$ cat src/rtl/score_inject_ctrl.sv
// rtl/score_inject_ctrl.sv - button hit qualifier, pending-hit counter and r30 write-port injection mux; optional HIT_LOCKOUT_EN
module score_inject_ctrl #(
    parameter int STATUS_REG  = 30,
    parameter int PEND_W      = 8,
    parameter int SYNC_STAGES = 2,
    parameter int LOCKOUT_CYC = 16
) (
    input  logic              clock,
    input  logic              reset,
    input  logic              btn_in,
    input  logic              light_on,
    input  logic              proc_we,
    input  logic [4:0]        proc_rd,
    input  logic [31:0]       proc_data,
    input  logic [31:0]       rstatus,
    output logic              wb_we,
    output logic [4:0]        wb_rd,
    output logic [31:0]       wb_data,
    output logic              hit_pulse,
    output logic [PEND_W-1:0] pending,
    output logic              inject_busy
);

    typedef enum logic [1:0] {
        IDLE,
        WAIT_SLOT,
        WAIT_ACK
    } state_t;

    localparam logic [PEND_W-1:0] PEND_MAX = '1;

    state_t                   state_q;
    state_t                   state_d;
    logic [SYNC_STAGES-1:0]   sync_q;
    logic                     sync_out;
    logic                     hist_q;
    logic                     edge_qual;
    logic                     hit_ok;
    logic                     hit_q;
    logic [PEND_W-1:0]        pend_q;
    logic                     pend_inc;
    logic                     inject;

    // Button is idle-high; reset state avoids a phantom edge on release.
    assign sync_out  = sync_q[SYNC_STAGES-1];
    assign edge_qual = hist_q & ~sync_out & light_on;

    always_ff @(posedge clock) begin
        if (!reset) begin
            sync_q <= '1;
            hist_q <= 1'b1;
        end else begin
            sync_q <= {sync_q[SYNC_STAGES-2:0], btn_in};
            hist_q <= sync_out;
        end
    end

`ifdef HIT_LOCKOUT_EN
    localparam int LOCK_W = $clog2(LOCKOUT_CYC + 1);

    logic [LOCK_W-1:0] lock_cnt;

    // History keeps following the button during lockout, so a held press never fires late.
    assign hit_ok = edge_qual && (lock_cnt == '0);

    always_ff @(posedge clock) begin
        if (!reset) begin
            lock_cnt <= '0;
        end else if (hit_q) begin
            lock_cnt <= LOCK_W'(LOCKOUT_CYC);
        end else if (lock_cnt != '0) begin
            lock_cnt <= lock_cnt - LOCK_W'(1);
        end
    end
`else
    assign hit_ok = edge_qual;
`endif

    always_ff @(posedge clock) begin
        if (!reset) begin
            hit_q <= 1'b0;
        end else begin
            hit_q <= hit_ok;
        end
    end

    assign pend_inc = hit_q && (pend_q != PEND_MAX);

    always_ff @(posedge clock) begin
        if (!reset) begin
            pend_q <= '0;
        end else if (inject) begin
            pend_q <= pend_inc ? PEND_W'(1) : '0;
        end else if (pend_inc) begin
            pend_q <= pend_q + PEND_W'(1);
        end
    end

    always_ff @(posedge clock) begin
        if (!reset) begin
            state_q <= IDLE;
        end else begin
            state_q <= state_d;
        end
    end

    // Injection only claims cycles the processor leaves idle; pending is nonzero in WAIT_SLOT.
    always_comb begin
        state_d = state_q;
        inject  = 1'b0;
        case (state_q)
            IDLE: begin
                if ((pend_q != '0) && (rstatus == 32'd0)) begin
                    state_d = WAIT_SLOT;
                end
            end
            WAIT_SLOT: begin
                if (!proc_we && reset) begin
                    inject  = 1'b1;
                    state_d = WAIT_ACK;
                end
            end
            WAIT_ACK: begin
                if (rstatus == 32'd0) begin
                    state_d = IDLE;
                end
            end
            default: state_d = IDLE;
        endcase
    end

    always_comb begin
        wb_we   = proc_we;
        wb_rd   = proc_rd;
        wb_data = proc_data;
        if (inject) begin
            wb_we   = 1'b1;
            wb_rd   = 5'(STATUS_REG);
            wb_data = 32'(pend_q);
        end
        if (!reset) begin
            wb_we = 1'b0;
        end
    end

    assign hit_pulse   = hit_q;
    assign pending     = pend_q;
    assign inject_busy = (state_q == WAIT_ACK);

endmodule

$ cat config.mk
export PLATFORM = sky130hd
export DESIGN_NAME = score_inject_ctrl
export DESIGN_NICKNAME = d
export VERILOG_FILES = /design/src/rtl/score_inject_ctrl.sv
export SDC_FILE = /design/constraint.sdc
export NUM_CORES = 1
export LEC_CHECK = 0
export BUFFER_PORTS_ARGS = -buffer_cell sky130_fd_sc_hd__clkbuf_2
export CAP_MARGIN = 20
export CORE_MARGIN = 4
export CORE_UTILIZATION = 32
export DETAILED_ROUTE_END_ITERATION = 7
export HOLD_SLACK_MARGIN = 0.1
export PLACE_DENSITY = 0.91
export SLEW_MARGIN = 0
export SYNTH_ARGS = -nofsm -noshare
export SYNTH_HDL_FRONTEND = slang
export SYNTH_SLANG_ARGS = --single-unit
$ cat constraint.sdc
create_clock -name clock -period 1.8 [get_ports clock]
set_clock_uncertainty 0.2 [all_clocks]
set_input_delay 0.36 -clock clock [delete_from_list [all_inputs] [get_ports clock]]
set_output_delay 0.36 -clock clock [all_outputs]
set_load 0.005 [all_outputs]
==> results.json <==
{
  "final_common_cell": "clkbuf_2",
  "detail-route-antenna-nets": 0,
  "postSynthCellCount": 123,
  "antenna_found_initial": 0,
  "final_cell_mix": "119 x clkbuf_2, 24 x nor2b_1, 13 x buf_4",
  "die_w_um": 63.54,
  "failed_checks": "negative setup slack",
  "crit_slowest_cell": "and4bb_4",
  "worst_pin_slew_ns": 0.3642,
  "grt_pass1_wl_mm": 6.313,
  "ys_ff_latch": 14,
  "pin_count": 122,
  "path_cells": "and4bb_4 -> buf_6 -> mux2_4 -> clkbuf_2",
  "clockBufferDepth": 2,
  "finalMaxSlewViolations": 0,
  "port_buffers": 121,
  "worst-endpoint-required_ns": 1.24,
  "synthDistinctLibCells": 32,
  "syn_to_final_growth_pct": 97.21,
  "synth_nets": 199,
  "setup_violations": 38,
  "crit_family": "simple AND/OR/NAND/NOR gates",
  "clock-root-buffer": "clkbuf_4",
  "setup_tns_ns": -6.206,
  "wl_per_cell_um": 14.07,
  "postSynthAreaPerCell_um2": 8.026,
  "r2r_setup_slack_ns": -0.02,
  "rr_endpoint": "state_q[0]",
  "whs_endpoint": "sync_q[1]",
  "first_iter_violations": 53,
  "reg2regPathDepth": 6,
  "drv_cap": 0,
  "gp_congestion": 0.8329,
  "critPathBufInv": 2,
  "status": "finished with violations",
  "min_period_ns": 2.072,
  "globalRouteOverflowTotal": 0,
  "min_path_type": "reg2reg",
  "period_share": 1.151,
  "slew_headroom": 0.7569,
  "critPathLaunchType": "flop",
  "power_density_mw_per_mm2": 379.5,
  "hold_viol": 0,
  "cts_tree": "yes",
  "initial_core_util": 0.3461,
  "p_leak_nw": 1.047,
  "grt_max_degree": 15,
  "seq_area_frac_synth": 0.2839,
  "rsz0062_at_grt": "yes",
  "rows": 19,
  "worstPathMaxFanout": 4,
  "clk_pin_slew_ns": 0.09,
  "crit_path_max_incr_delay_ns": 0.35,
  "vdd_drop_max_mv": 0.1985,
  "crit_path_end_kind": "output port",
  "finalWirelength_mm": 4.164,
  "drive_above_1_share": 0.6302,
  "cts_buffers": 3,
  "crit_type": "reg2out",
  "reg2reg_from": "pending[0]",
  "drc_errors": 0,
  "cts_sinks": 14,
  "whs_ns": 0.2175,
  "syn_area_um2": 987.2,
  "crit_arrival_ns": 1.51,
  "vias": 1461,
  "cts_htree_levels": 1,
  "vias_per_cell": 4.936,
  "fmax_mhz": 482.7,
  "yosys_warnings": 0,
  "core-area_mm2": 0.002853,
  "drt-pass1-iter-count": 4,
  "post-dp-hpwl_mm": 3.450,
  "finalNetCount": 342,
  "dieArea_mm2": 0.004037,
  "grtUsageTotal": 0.1915,
  "final.setup.worst_slack_ns": -0.2716,
  "worstHoldPathCells": 1,
  "hold_start": "sync_q[0]",
  "clk_latency_ns": 0.27,
  "diodes": 0,
  "grt_pass1_vias": 1376,
  "die_y_um": 63.54
}
==> flip-flops by register name (all words and copies together), names as in the netlist <==
register and flops:
pending 8, hit_pulse 1, hist_q 1, sync_q 2
state_q 2
==> kinds of logic after synthesis <==
logic type | after synthesis | share of synthesized area
buffers and inverters | 7 | 0.02788
and+or+nand+nor | 74 | 0.4537
adders and majority gates | 2 | 0.02534
muxes | 8 | 0.09126
xor gates and xnor gates | 3 | 0.02662
DFF | 14 | 0.2839
AOI/OAI and AO/OA | 15 | 0.09126
==> synth_stat cells (all sizes together) <==
master / n / area share
and3: 1 / 0.0063
buf: 1 / 0.0051
clkbuf: 4 / 0.015
or2: 4 / 0.025
inv: 2 / 0.0076
and4bb: 1 / 0.013
nand4: 4 / 0.025
nor4: 9 / 0.063
nand2b: 4 / 0.025
and4: 1 / 0.0089
xor2: 3 / 0.027
nor2: 6 / 0.023
a31oi: 1 / 0.0063
o21a: 1 / 0.0076
ha: 2 / 0.025
or4b: 1 / 0.010
nor4b: 1 / 0.0089
o21bai: 1 / 0.0076
a32o: 1 / 0.010
and2: 1 / 0.0063
mux2: 8 / 0.091
nor2b: 28 / 0.18
or3: 2 / 0.013
o2111ai: 1 / 0.0089
a21oi: 3 / 0.015
nand2: 6 / 0.023
o21ai: 7 / 0.035
dfxtp: 14 / 0.28
nand3: 4 / 0.020
nor3: 1 / 0.0051
==> layer usage <==
| metal | vias to the layer above | track usage | part of all wire |
|---|---|---|---|
| li1 | 723 | - | - |
| met1 | 662 | 0.2166 | 0.39 |
| met2 | 70 | 0.3572 | 0.53 |
| met3 | 6 | 0.04085 | 0.071 |
| met4 | 0 | 0.05121 | 0.011 |
| met5 | - | 0 | 0 |
==> per-stage QoR <==
stage                     worst slack [ns]  std cells  total power, W  utilization  instance area (um^2)
after floorplan                    0.04339        123       0.0003779            -                 989.7
after global placement             -0.1206        286       0.0005029       0.6070                  1732
after detailed placement           -0.1440        286       0.0005097       0.6070                  1732
after CTS                          -0.2868        292       0.0007417       0.6412                  1829
after global routing               -0.3313        296       0.0007793       0.6825                  1947
final                              -0.2716        296       0.0007388       0.6825                  1947
==> layout make-up <==
class / instances / area (um^2)
clock buffer: 4 / 36.28
fill: 234 / 905.9
multi-input combinational: 102 / 744.5
inverter: 2 / 7.507
timing repair buffer: 143 / 837.1
tap: 31 / 38.79
sequential: 14 / 282.8
==> how the worst max path moves through the flow <==
stage               startpoint          to  slack, ns  cells after the start
floorplan              proc_we  wb_data[0]       0.04                      3
global placement       proc_we  wb_data[7]      -0.12                      5
detailed placement     proc_we  wb_data[2]      -0.14                      5
CTS                 state_q[1]  wb_data[2]      -0.29                      4
global route        state_q[1]  wb_data[2]      -0.33                      4
finish              state_q[1]  wb_data[4]      -0.27                      4
==> timing repair <==
item	CTS	global route
hold endpoints to repair	2	0
hold buffers	2	0
setup endpoints to repair	38	42
pin swaps	1	1
setup buffers	0	2
resized for setup	12	16
gates cloned	0	2
==> power by group <==
| group | switching (W) | internal [W] |
|---|---|---|
| Clock | 0.000101 | 0.000123 |
| Sequential | 0.000000945 | 0.000313 |
| Combinational | 0.0000715 | 0.000129 |
| Total | 0.000174 | 0.000565 |
Note: power is estimated with default switching activity, not from simulation.
